[src/rtl/store_commit_buffer.sv]
// -----------------------------------------------------------------------------
// store_commit_buffer
//
// Holds committed stores between ROB commit and the data memory write port.
// Stores drain in program order, at most one per cycle, through a registered
// write stage (mem_*). Speculative loads can look up the buffer without
// waiting a cycle. A load either takes forwarded data or is told to stall and
// retry.
//
// Optional feature macro: STBUF_FWD_EN
//   defined   : a load fully covered by the youngest overlapping store gets
//               forwarded, extended data (ld_fwd_hit / ld_fwd_data).
//   undefined : any overlap raises ld_conflict. ld_fwd_hit and ld_fwd_data
//               are tied to 0, and no extraction logic is built.
//
// Ports
//   clk, reset            clock; synchronous active-high reset
//   st_valid/st_ready     ROB store handshake; st_ready = !full
//   st_addr/funct3/data   committed store (funct3 000 SB, 001 SH, 010 SW)
//   drain_en              memory write port available this cycle
//   mem_we/addr/funct3/wdata  registered write stage toward data memory
//   ld_valid/addr/funct3  load lookup request (combinational)
//   ld_fwd_hit/data       forwarded load value
//   ld_conflict           load must stall and retry
//   count, empty          occupancy; empty also requires mem_we == 0
// -----------------------------------------------------------------------------
module store_commit_buffer #(
  parameter int DEPTH = 4
) (
  input  logic                   clk,
  input  logic                   reset,
  input  logic                   st_valid,
  output logic                   st_ready,
  input  logic [31:0]            st_addr,
  input  logic [2:0]             st_funct3,
  input  logic [31:0]            st_data,
  input  logic                   drain_en,
  output logic                   mem_we,
  output logic [31:0]            mem_addr,
  output logic [2:0]             mem_funct3,
  output logic [31:0]            mem_wdata,
  input  logic                   ld_valid,
  input  logic [31:0]            ld_addr,
  input  logic [2:0]             ld_funct3,
  output logic                   ld_fwd_hit,
  output logic [31:0]            ld_fwd_data,
  output logic                   ld_conflict,
  output logic [$clog2(DEPTH):0] count,
  output logic                   empty
);

  localparam int PW = $clog2(DEPTH);
  localparam int CW = PW + 1;
  localparam logic [CW-1:0] FULL_CNT = CW'(DEPTH);
  localparam logic [PW-1:0] PTR_ONE  = PW'(32'd1);
  localparam logic [CW-1:0] CNT_ONE  = CW'(32'd1);

  // Store width in bytes; 0 marks a code that is not a store.
  function automatic logic [2:0] st_size_f(input logic [2:0] f3);
    case (f3)
      3'b000:  st_size_f = 3'd1;
      3'b001:  st_size_f = 3'd2;
      3'b010:  st_size_f = 3'd4;
      default: st_size_f = 3'd0;
    endcase
  endfunction

  // Load width in bytes; 0 marks an unsupported load code.
  function automatic logic [2:0] ld_size_f(input logic [2:0] f3);
    case (f3)
      3'b000:  ld_size_f = 3'd1;
      3'b100:  ld_size_f = 3'd1;
      3'b001:  ld_size_f = 3'd2;
      3'b101:  ld_size_f = 3'd2;
      3'b010:  ld_size_f = 3'd4;
      default: ld_size_f = 3'd0;
    endcase
  endfunction

  // Byte-range overlap. The ranges use 33 bits so that an access near
  // 0xFFFFFFFF never wraps around to address 0.
  function automatic logic overlap_f(input logic [31:0] s_addr, input logic [2:0] s_size,
                                     input logic [31:0] l_addr, input logic [2:0] l_size);
    logic [32:0] s_lo;
    logic [32:0] s_hi;
    logic [32:0] l_lo;
    logic [32:0] l_hi;
    s_lo = {1'b0, s_addr};
    s_hi = s_lo + {30'd0, s_size} - 33'd1;
    l_lo = {1'b0, l_addr};
    l_hi = l_lo + {30'd0, l_size} - 33'd1;
    overlap_f = (s_lo <= l_hi) && (l_lo <= s_hi);
  endfunction

`ifdef STBUF_FWD_EN
  // True when the store range contains every byte of the load range.
  function automatic logic covers_f(input logic [31:0] s_addr, input logic [2:0] s_size,
                                    input logic [31:0] l_addr, input logic [2:0] l_size);
    logic [32:0] s_lo;
    logic [32:0] s_hi;
    logic [32:0] l_lo;
    logic [32:0] l_hi;
    s_lo = {1'b0, s_addr};
    s_hi = s_lo + {30'd0, s_size} - 33'd1;
    l_lo = {1'b0, l_addr};
    l_hi = l_lo + {30'd0, l_size} - 33'd1;
    covers_f = (s_lo <= l_lo) && (l_hi <= s_hi);
  endfunction
`endif

  // Entry payload storage. Only slots head..head+count-1 are meaningful.
  logic [31:0]   addr_q_r [DEPTH];
  logic [2:0]    f3_q_r   [DEPTH];
  logic [31:0]   data_q_r [DEPTH];

  logic [PW-1:0] head_r;
  logic [PW-1:0] tail_r;
  logic [CW-1:0] count_r;

  logic          mem_we_r;
  logic [31:0]   mem_addr_r;
  logic [2:0]    mem_funct3_r;
  logic [31:0]   mem_wdata_r;

  logic          full_s;
  logic          push_s;
  logic          pop_s;

  // st_ready depends only on occupancy, so a pop in the same cycle does not
  // open a slot for the ROB. Invalid store codes are consumed but not written.
  assign full_s = (count_r == FULL_CNT);
  assign push_s = st_valid && !full_s && (st_size_f(st_funct3) != 3'd0);
  assign pop_s  = (count_r != {CW{1'b0}}) && drain_en;

  // Write the accepted store into the tail slot.
  always_ff @(posedge clk) begin
    if (push_s) begin
      addr_q_r[tail_r] <= st_addr;
      f3_q_r[tail_r]   <= st_funct3;
      data_q_r[tail_r] <= st_data;
    end
  end

  // Head/tail pointers and the occupancy counter.
  always_ff @(posedge clk) begin
    if (reset) begin
      head_r  <= {PW{1'b0}};
      tail_r  <= {PW{1'b0}};
      count_r <= {CW{1'b0}};
    end else begin
      if (push_s) begin
        tail_r <= tail_r + PTR_ONE;
      end
      if (pop_s) begin
        head_r <= head_r + PTR_ONE;
      end
      case ({push_s, pop_s})
        2'b10:   count_r <= count_r + CNT_ONE;
        2'b01:   count_r <= count_r - CNT_ONE;
        default: count_r <= count_r;
      endcase
    end
  end

  // Registered write stage. The address, width and data hold their values
  // while idle, and only the strobe drops.
  always_ff @(posedge clk) begin
    if (reset) begin
      mem_we_r     <= 1'b0;
      mem_addr_r   <= 32'd0;
      mem_funct3_r <= 3'd0;
      mem_wdata_r  <= 32'd0;
    end else if (pop_s) begin
      mem_we_r     <= 1'b1;
      mem_addr_r   <= addr_q_r[head_r];
      mem_funct3_r <= f3_q_r[head_r];
      mem_wdata_r  <= data_q_r[head_r];
    end else begin
      mem_we_r     <= 1'b0;
    end
  end

  assign st_ready   = !full_s;
  assign mem_we     = mem_we_r;
  assign mem_addr   = mem_addr_r;
  assign mem_funct3 = mem_funct3_r;
  assign mem_wdata  = mem_wdata_r;
  assign count      = count_r;
  assign empty      = (count_r == {CW{1'b0}}) && !mem_we_r;

  logic [2:0]    ld_size_s;
  logic          sel_found_s;
  logic          take_s;
  logic [PW-1:0] idx_s;
`ifdef STBUF_FWD_EN
  logic          sel_cover_s;
  logic [1:0]    sel_off_s;
  logic [31:0]   sel_data_s;
`endif

  // Youngest-overlap search. The in-flight stage is the oldest candidate,
  // then queue slots from head toward tail. Each later match replaces the
  // earlier one, so the youngest overlapping store is what remains.
  always_comb begin
    ld_size_s   = ld_size_f(ld_funct3);
    sel_found_s = 1'b0;
    idx_s       = head_r;
    take_s      = 1'b0;
`ifdef STBUF_FWD_EN
    sel_cover_s = 1'b0;
    sel_off_s   = 2'd0;
    sel_data_s  = 32'd0;
`endif
    take_s      = mem_we_r &&
                  overlap_f(mem_addr_r, st_size_f(mem_funct3_r), ld_addr, ld_size_s);
    sel_found_s = sel_found_s || take_s;
`ifdef STBUF_FWD_EN
    sel_cover_s = take_s ? covers_f(mem_addr_r, st_size_f(mem_funct3_r), ld_addr, ld_size_s)
                         : sel_cover_s;
    sel_off_s   = take_s ? (ld_addr[1:0] - mem_addr_r[1:0]) : sel_off_s;
    sel_data_s  = take_s ? mem_wdata_r : sel_data_s;
`endif
    for (int k = 0; k < DEPTH; k++) begin
      idx_s       = head_r + PW'(k);
      take_s      = (CW'(k) < count_r) &&
                    overlap_f(addr_q_r[idx_s], st_size_f(f3_q_r[idx_s]), ld_addr, ld_size_s);
      sel_found_s = sel_found_s || take_s;
`ifdef STBUF_FWD_EN
      sel_cover_s = take_s ? covers_f(addr_q_r[idx_s], st_size_f(f3_q_r[idx_s]), ld_addr, ld_size_s)
                           : sel_cover_s;
      sel_off_s   = take_s ? (ld_addr[1:0] - addr_q_r[idx_s][1:0]) : sel_off_s;
      sel_data_s  = take_s ? data_q_r[idx_s] : sel_data_s;
`endif
    end
  end

`ifdef STBUF_FWD_EN
  logic [31:0] shifted_s;

  // Pick the loaded bytes from the selected store and extend them. A covered
  // load always starts within 0..3 bytes of the store address, so the low two
  // address bits are enough to get the offset.
  always_comb begin
    ld_fwd_hit  = 1'b0;
    ld_fwd_data = 32'd0;
    ld_conflict = 1'b0;
    shifted_s   = sel_data_s >> {sel_off_s, 3'b000};
    if (ld_valid && (ld_size_s != 3'd0) && sel_found_s) begin
      if (sel_cover_s) begin
        ld_fwd_hit = 1'b1;
        case (ld_funct3)
          3'b000:  ld_fwd_data = {{24{shifted_s[7]}}, shifted_s[7:0]};
          3'b001:  ld_fwd_data = {{16{shifted_s[15]}}, shifted_s[15:0]};
          3'b010:  ld_fwd_data = shifted_s;
          3'b100:  ld_fwd_data = {24'd0, shifted_s[7:0]};
          3'b101:  ld_fwd_data = {16'd0, shifted_s[15:0]};
          default: ld_fwd_data = 32'd0;
        endcase
      end else begin
        ld_conflict = 1'b1;
      end
    end else begin
      ld_conflict = 1'b0;
    end
  end
`else
  // No forwarding: a load that overlaps any buffered or in-flight store stalls.
  always_comb begin
    ld_fwd_hit  = 1'b0;
    ld_fwd_data = 32'd0;
    ld_conflict = 1'b0;
    if (ld_valid && (ld_size_s != 3'd0) && sel_found_s) begin
      ld_conflict = 1'b1;
    end else begin
      ld_conflict = 1'b0;
    end
  end
`endif

endmodule

[config.mk]
export PLATFORM = sky130hd
export DESIGN_NAME = store_commit_buffer
export DESIGN_NICKNAME = d
export VERILOG_FILES = /design/src/rtl/store_commit_buffer.sv
export SDC_FILE = /design/constraint.sdc
export NUM_CORES = 1
export LEC_CHECK = 0
export BUFFER_PORTS_ARGS = -buffer_cell sky130_fd_sc_hd__buf_2
export CAP_MARGIN = 20
export CORE_ASPECT_RATIO = 1.75
export CORE_MARGIN = 2
export CORE_UTILIZATION = 55
export CTS_CLUSTER_DIAMETER = 60
export DETAILED_ROUTE_END_ITERATION = 16
export MAX_ROUTING_LAYER = met4
export PLACE_DENSITY = 0.72
export SETUP_SLACK_MARGIN = 0.4
export SLEW_MARGIN = 20
export SYNTH_ARGS = -nofsm -noshare
export SYNTH_HDL_FRONTEND = slang
export SYNTH_SLANG_ARGS = --single-unit
[constraint.sdc]
create_clock -name clk -period 8.3 [get_ports clk]
set_clock_uncertainty 0.1 [all_clocks]
set_input_delay 1.66 -clock clk [delete_from_list [all_inputs] [get_ports clk]]
set_output_delay 1.66 -clock clk [all_outputs]
set_load 0.01 [all_outputs]
## Yosys cells after proc, flatten, opt, wreduce, memory -nomap -nowiden

Memories as Yosys holds them, arrays and structs flattened. A register that Yosys moved wholly into a read port is not among the register bits.
Index checks and enable logic that the tools add are counted.
W data, S select, Z words.

| storage, ports and cells | value |
|---|---|
| memories | 3 |
| RAM bits | 268 |
| input port bits | 107 |
| flip-flop bits (word level) | 43 |

Memories:

| name | words | width | read ports | clocked after memory_dff | wr ports | RTL line | text |
|---|---|---|---|---|---|---|---|
| addr_q_r | 4 | 32 | 4 | 1 | 1 | 112 | `logic [31:0] addr_q_r [DEPTH];` |
| data_q_r | 4 | 32 | 1 | 1 | 1 | 114 | `logic [31:0] data_q_r [DEPTH];` |
| f3_q_r | 4 | 3 | 4 | 1 | 1 | 113 | `logic [2:0] f3_q_r [DEPTH];` |

| operators by class | value |
|---|---|
| add/subtract/negate cells | 18 |
| order comparisons | 14 |
| muxes and demuxes | 16 |
| reductions and logical operators | 36 |
| equal/unequal tests | 19 |

Operator list:

| cell | number |
|---|---|
| $le A32 B33 Y1 | 10 |
| $add A32 B3 Y33 | 6 |
| $sub A33 B1 Y33 const B | 6 |
| $pmux W3 S3 | 7 |
| $logic_not A3 Y1 | 8 |
| $eq A3 B1 Y1 const B | 7 |
| $eq A3 B2 Y1 const B | 7 |
| $logic_and A1 B1 Y1 | 16 |
| $eq A3 B3 Y1 const B | 3 |
| $reduce_bool A3 Y1 | 3 |
| $mux W2 | 4 |
| $lt A1 B3 Y1 const A | 2 |
| $lt A2 B3 Y1 const A | 2 |
| $pmux W3 S2 | 1 |
| $add A2 B1 Y2 const B | 2 |
| $add A2 B2 Y2 const B | 2 |
| $logic_or A1 B1 Y1 | 4 |
| $mux W1 | 4 |
| $reduce_or A2 Y1 | 2 |
| $add A3 B1 Y3 const B | 1 |
| $sub A3 B1 Y3 const B | 1 |
| $eq A2 B1 Y1 const B | 1 |
| $eq A2 B2 Y1 const B | 1 |
| $logic_not A1 Y1 | 2 |
| $reduce_bool A2 Y1 | 1 |

## Logic depth before layout (Yosys ltp)

Gate-level depths: netlist of run 1.

| logic depth | value |
|---|---|
| depth in word-level cells | 14 |
| depth in mapped cells | 34 |

## Worst setup path after synthesis of run 1

OpenSTA, ideal clock, no wires.

| timing path | value |
|---|---|
| path type | in2out |
| from | in ld_funct3[1] |
| to | out ld_conflict |
| path slack | 0 ps |
| cell stages on the path | 24 |
| arrival time | 6540 ps |
| cell sequence | nand2b_1 > ha_1 > inv_1 > ha_1 > fa_1 > a21oi_1 > nor3_1 > nor2_1 > a31oi_1 > a21oi_1 > o21ai_1 > o41ai_2 > o22ai_1 > a221oi_2 > nor4_1 > nor4_1 > ha_1 > nand4_1 > or4_1 > o22a_1 > o21ai_0 > nand3_1 > and4_1 > a41oi_1 |

| between the ends | value |
|---|---|
| word-level cells in the longest chain between the ends | 14 |

Ends and longest elaborated chain:

| what | RTL line | text |
|---|---|---|
| start, declared | 44 | `input logic [2:0] ld_funct3,` |
| $eq A3 B3 Y1 (tied with other cells) | 70 | `case (f3)` |
| $reduce_or A2 Y1 (no line) | -- |  |
| $pmux W3 S3 (*) | 70 |  |
| $add A32 B3 Y33 | 91 | `l_hi = l_lo + {30'd0, l_size} - 33'd1;` |
| $sub A33 B1 Y33 | 91 |  |
| $le A32 B33 Y1 | 92 | `overlap_f = (s_lo <= l_hi) && (l_lo <= s_hi);` |
| $logic_and A1 B1 Y1 | 92 |  |
| $logic_and A1 B1 Y1 (on tied branches) | 214, 225 |  |
| $logic_or A1 B1 Y1 (4 in a row) | 227 | `sel_found_s = sel_found_s \|\| take_s;` |
| $logic_and A1 B1 Y1 (*) | 272 | `if (ld_valid && (ld_size_s != 3'd0) && sel_found_s) begin` |
| $mux W1 (*) | 272 |  |
| end, declared | 47 | `output logic ld_conflict,` |

Mark *: on every way between the ends. The rest lies on a longest branch, timed or not.

## Worst setup path after layout of run 1

Same ends and word-level chain as after synthesis.

==> results.sh, run 1 <==
export IMPL_status="complete, but fails checks"
export IMPL_violations="setup timing"
export IMPL_crit_end="ld_conflict"
export IMPL_vias=27800
export IMPL_reg2reg_from="count[1]"
export IMPL_synth_edf_count=268
export IMPL_area_delta_synth_final_pct=17.6
export IMPL_syn_instance_count=3336
export IMPL_instances_no_fill=4643
export IMPL_fin_setup_tns_ps=-645
export IMPL_cap_violations=0
export IMPL_die_h_um=325
export IMPL_grt_pass1_wl_mm=150
export IMPL_io_pins=214
export IMPL_ys_seq_area_frac=0.295
export IMPL_drt_iter0_markers=1421
export IMPL_synth_top_area_share=0.248
export IMPL_power_leakage_uw=0.0171
export IMPL_ys_seq_elements=345
export IMPL_synth_top_family_by_area="adder cells"
export IMPL_cts_root_buf="clkbuf_16"
export IMPL_whs_path_depth=2
export IMPL_final_nets=4492
export IMPL_avgViaCountPerCell=5.98
export IMPL_rr_endpoint="data_q_r[0][8]"
export IMPL_setup_violations=1
export IMPL_synthXorXnorAreaFrac=0.0429
export IMPL_yosys_area_share_simple=0.130
export IMPL_synth_largest_area_cell="edfxtp_1"
export IMPL_totalWireLength_mm=98.3
export IMPL_die_w_um=188
export IMPL_startpoint="ld_funct3[1]"
export IMPL_ctsLongestPathBuffers=3
export IMPL_layout_setup_ws_ps=-645
export IMPL_synth_compound_area_frac=0.176
export IMPL_finalHoldViolations=0
export IMPL_path_clk_slew_ps=70
export IMPL_synth_top_cells_by_area="edfxtp_1 25%, ha_1 21%, mux4_2 7.2%"
export IMPL_insertion_delay_ps=610
export IMPL_synth_most_common_cell="ha_1"
export IMPL_rsz0062_at_grt="yes"
export IMPL_avgSynthCellArea_sq_um=9.74
export IMPL_ff2ff_path_depth=7
export IMPL_start_util=0.557
export IMPL_vdd_ir_drop_max_uv=262
export IMPL_place_area_sq_um=36700
export IMPL_critPathRequiredTime_ps=6540
export IMPL_arrival_ps=7180
export IMPL_h_tree_depth=1
export IMPL_synth_main_ff_cell="edfxtp_1"
export IMPL_clock_sinks=345
export IMPL_synth_mux_area_frac=0.0960
export IMPL_placementRows=117
export IMPL_reg2reg_slack_ps=4540
export IMPL_core_area_sq_um=58300
export IMPL_grt_pass1_vias=28400
export IMPL_path_class="primary input to primary output"
export IMPL_ys_top_cells_by_count="533 x ha_1, 299 x nand2_1, 298 x inv_1"
export IMPL_hpwl_mm=79.8
export IMPL_cp_end_kind="primary output"
export IMPL_fmax_mhz=112
export IMPL_slew_headroom=0.293
export IMPL_power_density_nw_per_um2=397
export IMPL_place_inst=4570
export IMPL_overflow=0
export IMPL_worst_pin_slew_ps=1060
export IMPL_gp_congestion=1.02
export IMPL_wl_per_cell_um=21.2
export IMPL_postLayoutCellArea_sq_um=38200
export IMPL_fin_crit_sh=1.08
export IMPL_crit_path_max_fanout=4
export IMPL_min_path_type="register to register"
export IMPL_period_needed_ps=8940
export IMPL_antenna_cells=0
export IMPL_yosys_warnings=0
export IMPL_drive_gt1_frac=0.230
export IMPL_drc=0
export IMPL_synth_adder_area_share=0.209
export IMPL_fin_util=0.656
export IMPL_numPortBuffers=180
export IMPL_first_pass_iters=5
export IMPL_final_max_slew_viol_count=0
export IMPL_ys_async_sr_fraction=0
export IMPL_fillers=4940
export IMPL_cts_tree="done"
export IMPL_grt_max_degree=77
export IMPL_grt_total_usage=0.328
export IMPL_startpoint_type="primary input"
export IMPL_postCtsHoldBufs=0
export IMPL_ys_types=97
export IMPL_die_area_sq_um=61100
export IMPL_antenna_found_initial=0
export IMPL_postRouteAntennaNets=0
export IMPL_cts_buffers=30
export IMPL_synth_area_sq_um=32500
==> sequential cells by signal, indices dropped and copies added (netlist names), 2 cells and up, named ones only <==
name	flops
mem_funct3	3
f3_q_r	12
head_r	2
mem_wdata	32
count	3
mem_addr	32
data_q_r	128
tail_r	2
addr_q_r	128
==> placed cells by master (no fill, tap or decap), types with 6 or more instances in the layout <==
master / netlist / layout
ha_1: 533 / 528
buf_4: 33 / 364
nand2_1: 299 / 298
inv_1: 298 / 297
a21oi_1: 281 / 277
edfxtp_1: 268 / 268
buf_2: 2 / 179
nor2_1: 155 / 150
a21o_1: 150 / 150
o21ai_0: 126 / 117
mux4_2: 104 / 104
xor2_1: 79 / 79
nand4_1: 77 / 77
xnor2_1: 80 / 77
dfxtp_1: 77 / 73
o21a_1: 59 / 59
nand3_1: 52 / 51
nor3_1: 41 / 39
or2_2: 39 / 39
mux2i_1: 38 / 37
and2_1: 41 / 36
nor2b_1: 35 / 35
nand2b_1: 34 / 34
mux2_2: 35 / 34
conb_1: 1 / 33
clkbuf_16: 0 / 31
o21bai_1: 31 / 30
a211oi_1: 32 / 29
or3_1: 26 / 24
o211ai_1: 22 / 22
o21ai_1: 12 / 19
and3_1: 14 / 13
a21oi_2: 7 / 11
a31oi_1: 13 / 11
a211o_1: 9 / 9
a2111oi_0: 11 / 9
nor4_1: 12 / 9
o31ai_1: 8 / 8
and4_1: 8 / 8
buf_6: 0 / 6
==> where the power goes <==
part	internal, uW	switching (uW)
combinational	5270	6280
sequential	1990	139
clock	814	657
==> stage by stage <==
stage	setup slack [ps]	power (uW)	hold WS [ps]
floorplan	389	9700	381
global placement	-487	13100	341
detailed placement	-567	13300	345
CTS	-549	15000	354
global route	-851	16400	373
finish	-645	15100	351
==> worst max-delay path, stage by stage <==
cell and delay (ps):
buf_2 100, buf_4 120, or2_2 280, ha_1 170
inv_1 100, ha_4 160, buf_4 110, a211oi_1 80
o211ai_1 370, or3b_1 470, buf_4 170, a31o_1 220
a211o_1 290, a21oi_2 220, a21oi_1 120, o21bai_1 140
a21oi_1 90, xor2_1 270, buf_4 200, ha_1 240
a2111oi_0 500, nand3_1 140, nor3_1 200, o31ai_1 80
and4_1 200, a41oi_2 270, buf_2 180
==> metal layers <==
metal	wire length, um	track usage	vias up
met3	4360	0.0380	284
met4	9260	0.255	0
met1	36000	0.334	13400
met2	48600	0.573	735
met5	0	-	-
li1	-	-	13400
==> cells by family (layout without fill, tap and decap cells) <==
| group | count (synthesis) | in the layout |
|---|---|---|
| flops | 345 | 345 |
| fa+ha+maj | 539 | 539 |
| other cells | 1 | 33 |
| mux | 177 | 177 |
| simple gates | 860 | 860 |
| buf+inv | 405 | 907 |
| compound gates | 850 | 850 |
| xor+xnor | 159 | 159 |
==> timing repair <==
| action | 4_1_cts | 5_1_grt |
|---|---|---|
| setup buffers | 12 | 5 |
| gates resized for setup | 53 | 16 |
| pin swaps | 47 | 25 |
| hold endpoints to repair | 0 | 0 |
| setup endpoints to repair | 1 | 1 |
==> final cells by class <==
cell class,count,area [sq um],area share
tap,773,967,0.0253
clock buffer,37,828,0.0217
sequential,345,9600,0.251
timing repair buffer,552,3760,0.0983
multi-input combinational,2618,21700,0.568
inverter,299,1120,0.0294
clock inverter,19,215,0.00563
==> worst min path at each step <==
stage                              from  slack (ps)             to
after floorplan            mem_wdata[0]         380   mem_wdata[0]
after global placement    mem_wdata[29]         340  mem_wdata[29]
after detailed placement  mem_wdata[27]         340  mem_wdata[27]
after CTS                 mem_wdata[27]         350  mem_wdata[27]
after global routing      mem_wdata[10]         370  mem_wdata[10]
final                     mem_wdata[23]         350  mem_wdata[23]
No activity file was read; power rests on OpenSTA's default activity.
==> run 2, diff against run 1 <==
- CELL_PAD_IN_SITES_DETAIL_PLACEMENT: default -> 0
- CELL_PAD_IN_SITES_GLOBAL_PLACEMENT: default -> 2
- CORE_UTILIZATION: 55 -> 37
- PLACE_DENSITY: 0.72 -> 0.75
==> run 2 against run 1 <==
Against the previous run:
- the flow still finishes with violations (setup timing)
- flip-flop and latch count stayed put
- final area grew 4.8%
- combinational power increased by 6%
- utilization decreased by 20 points
- register-to-register slack lost 280 ps
- sequential share of layout area is 1.2 points lower
- total power is 5.6% higher
- sequential power about the same
- cell count up 11%
- die area up 48%
- critical path type is now register to primary output
==> results.sh, run 2 (same netlist as run 1, synthesis figures left out) <==
export IMPL_layout_common_cells="522 x ha_1, 478 x buf_4, 295 x nand2_1"
export IMPL_worst_pin_slew_ps=1040
export IMPL_grt_total_usage=0.251
export IMPL_cts_root_buf="clkbuf_16"
export IMPL_totalWireLength_mm=111
export IMPL_grt_max_degree=63
export IMPL_setup_violations=1
export IMPL_start_util=0.373
export IMPL_cts_buffers=34
export IMPL_crit_path_frequent_cell="buf_4"
export IMPL_postRouteAntennaNets=0
export IMPL_rsz0062_at_grt="yes"
export IMPL_avgViaCountPerCell=5.34
export IMPL_period_needed_ps=8940
export IMPL_arrival_ps=7180
export IMPL_antenna_found_initial=11
export IMPL_overflow=0
export IMPL_postCtsHoldBufs=0
export IMPL_violations="setup timing"
export IMPL_core_area_sq_um=87000
export IMPL_finalHoldViolations=0
export IMPL_die_w_um=228
export IMPL_final_common_cell="ha_1"
export IMPL_numPortBuffers=180
export IMPL_cts_tree="done"
export IMPL_h_tree_depth=2
export IMPL_fin_crit_sh=1.08
export IMPL_area_delta_synth_final_pct=23.3
export IMPL_clock_sinks=345
export IMPL_vias=27600
export IMPL_min_path_type="register to register"
export IMPL_largest_registers="addr_q_r (128), data_q_r (128)"
export IMPL_slowest_delay_ps=550
export IMPL_reg2reg_slack_ps=4260
export IMPL_crit_path_max_fanout=6
export IMPL_drc=0
export IMPL_die_area_sq_um=90300
export IMPL_layout_setup_ws_ps=-638
export IMPL_drt_iter0_markers=1073
export IMPL_critPathRequiredTime_ps=6540
export IMPL_gp_congestion=0.963
export IMPL_hpwl_mm=92.7
export IMPL_final_max_slew_viol_count=0
export IMPL_io_pins=214
export IMPL_fin_setup_tns_ps=-638
export IMPL_power_density_nw_per_um2=400
export IMPL_place_area_sq_um=38100
export IMPL_insertion_delay_ps=580
export IMPL_first_pass_iters=5
export IMPL_power_leakage_uw=0.0178
export IMPL_startpoint_type="register"
export IMPL_postLayoutCellArea_sq_um=40000
export IMPL_path_clk_slew_ps=70
export IMPL_final_nets=4614
export IMPL_critPathBufInv=9
export IMPL_cp_end_kind="primary output"
export IMPL_crit_family="compound AO/OA/AOI/OAI gates"
export IMPL_slew_headroom=0.305
export IMPL_cpMaxStageDelayCell="mux4_2"
export IMPL_grt_pass1_wl_mm=166
export IMPL_status="complete, but fails checks"
export IMPL_ctsLongestPathBuffers=3
export IMPL_cap_violations=0
export IMPL_fmax_mhz=112
export IMPL_placementRows=143
export IMPL_vdd_ir_drop_max_uv=229
export IMPL_path_class="register to primary output"
export IMPL_die_h_um=396
export IMPL_wl_per_cell_um=21.5
export IMPL_drive_gt1_frac=0.263
export IMPL_grt_pass1_vias=28400
[run 2: cell types whose count changed in the layout (fill, tap and decap cells not counted), moves of 4 or more]
| cell | change |
|---|---|
| buf_4 | +114 |
| inv_1 | -6 |
| o21ai_2 | +7 |
| a21oi_2 | +4 |
| o21ai_0 | -8 |
| a21oi_1 | -5 |
| ha_1 | -6 |
| ha_4 | +5 |
| inv_2 | +5 |
| diode_2 | +10 |
[run 2: metrics by stage]
step	total power (uW)	utilization	setup WS, ps	cells	hold slack, ps
after floorplan	9700	-	389	3368	381
after global placement	13900	0.438	-726	5075	340
after detailed placement	13900	0.438	-711	5075	348
after CTS	16000	0.456	-736	5149	357
after global routing	17400	0.460	-868	5163	383
final	16000	0.460	-638	5164	355
[run 2: layer usage]
layer,vias up,track usage,share of wire
met2,501,0.464,0.52
li1,13600,-,-
met3,187,0.0280,0.033
met5,-,-,0
met4,0,0.141,0.067
met1,13300,0.256,0.38
[run 2: path summary, 6_finish.rpt]
kind,from,end,cells past startpoint
hold reg to reg,mem_wdata[6],mem_wdata[6],2
hold / removal,mem_wdata[6],mem_wdata[6],2
setup reg to reg,count[0],f3_q_r[2][1],7
setup / recovery,head_r[0],ld_conflict,33
[run 2: layout make-up]
| cell class | instances | area (sq um) |
|---|---|---|
| Sequential cell | 345 | 9600 |
| Multi-Input combinational cell | 2618 | 22000 |
| Inverter | 299 | 1130 |
| Timing Repair Buffer | 670 | 4660 |
| Clock buffer | 37 | 872 |
| Tap cell | 1160 | 1450 |
| Fill cell | 8612 | 46900 |
| Antenna cell | 10 | 25.0 |
| Clock inverter | 25 | 348 |
[run 2: where the power goes]
part | switching (uW) | total [uW] | internal, uW
Clock | 726 | 1700 | 971
Sequential | 159 | 2150 | 1990
Combinational | 6560 | 12200 | 5590
Total | 7450 | 16000 | 8550
[run 2: what timing repair did]
| action | CTS | global route |
|---|---|---|
| setup buffers | 12 | 5 |
| endpoints found under the hold margin | 0 | 0 |
| pin swaps | 56 | 74 |
| resized for setup | 72 | 66 |
| endpoints found under the setup margin | 1 | 1 |
[run 2: tightest hold or removal path: stages, from the launching register on]
cell	delay [ps]
dfxtp_1	310
nand2_1	50
a21oi_1	50
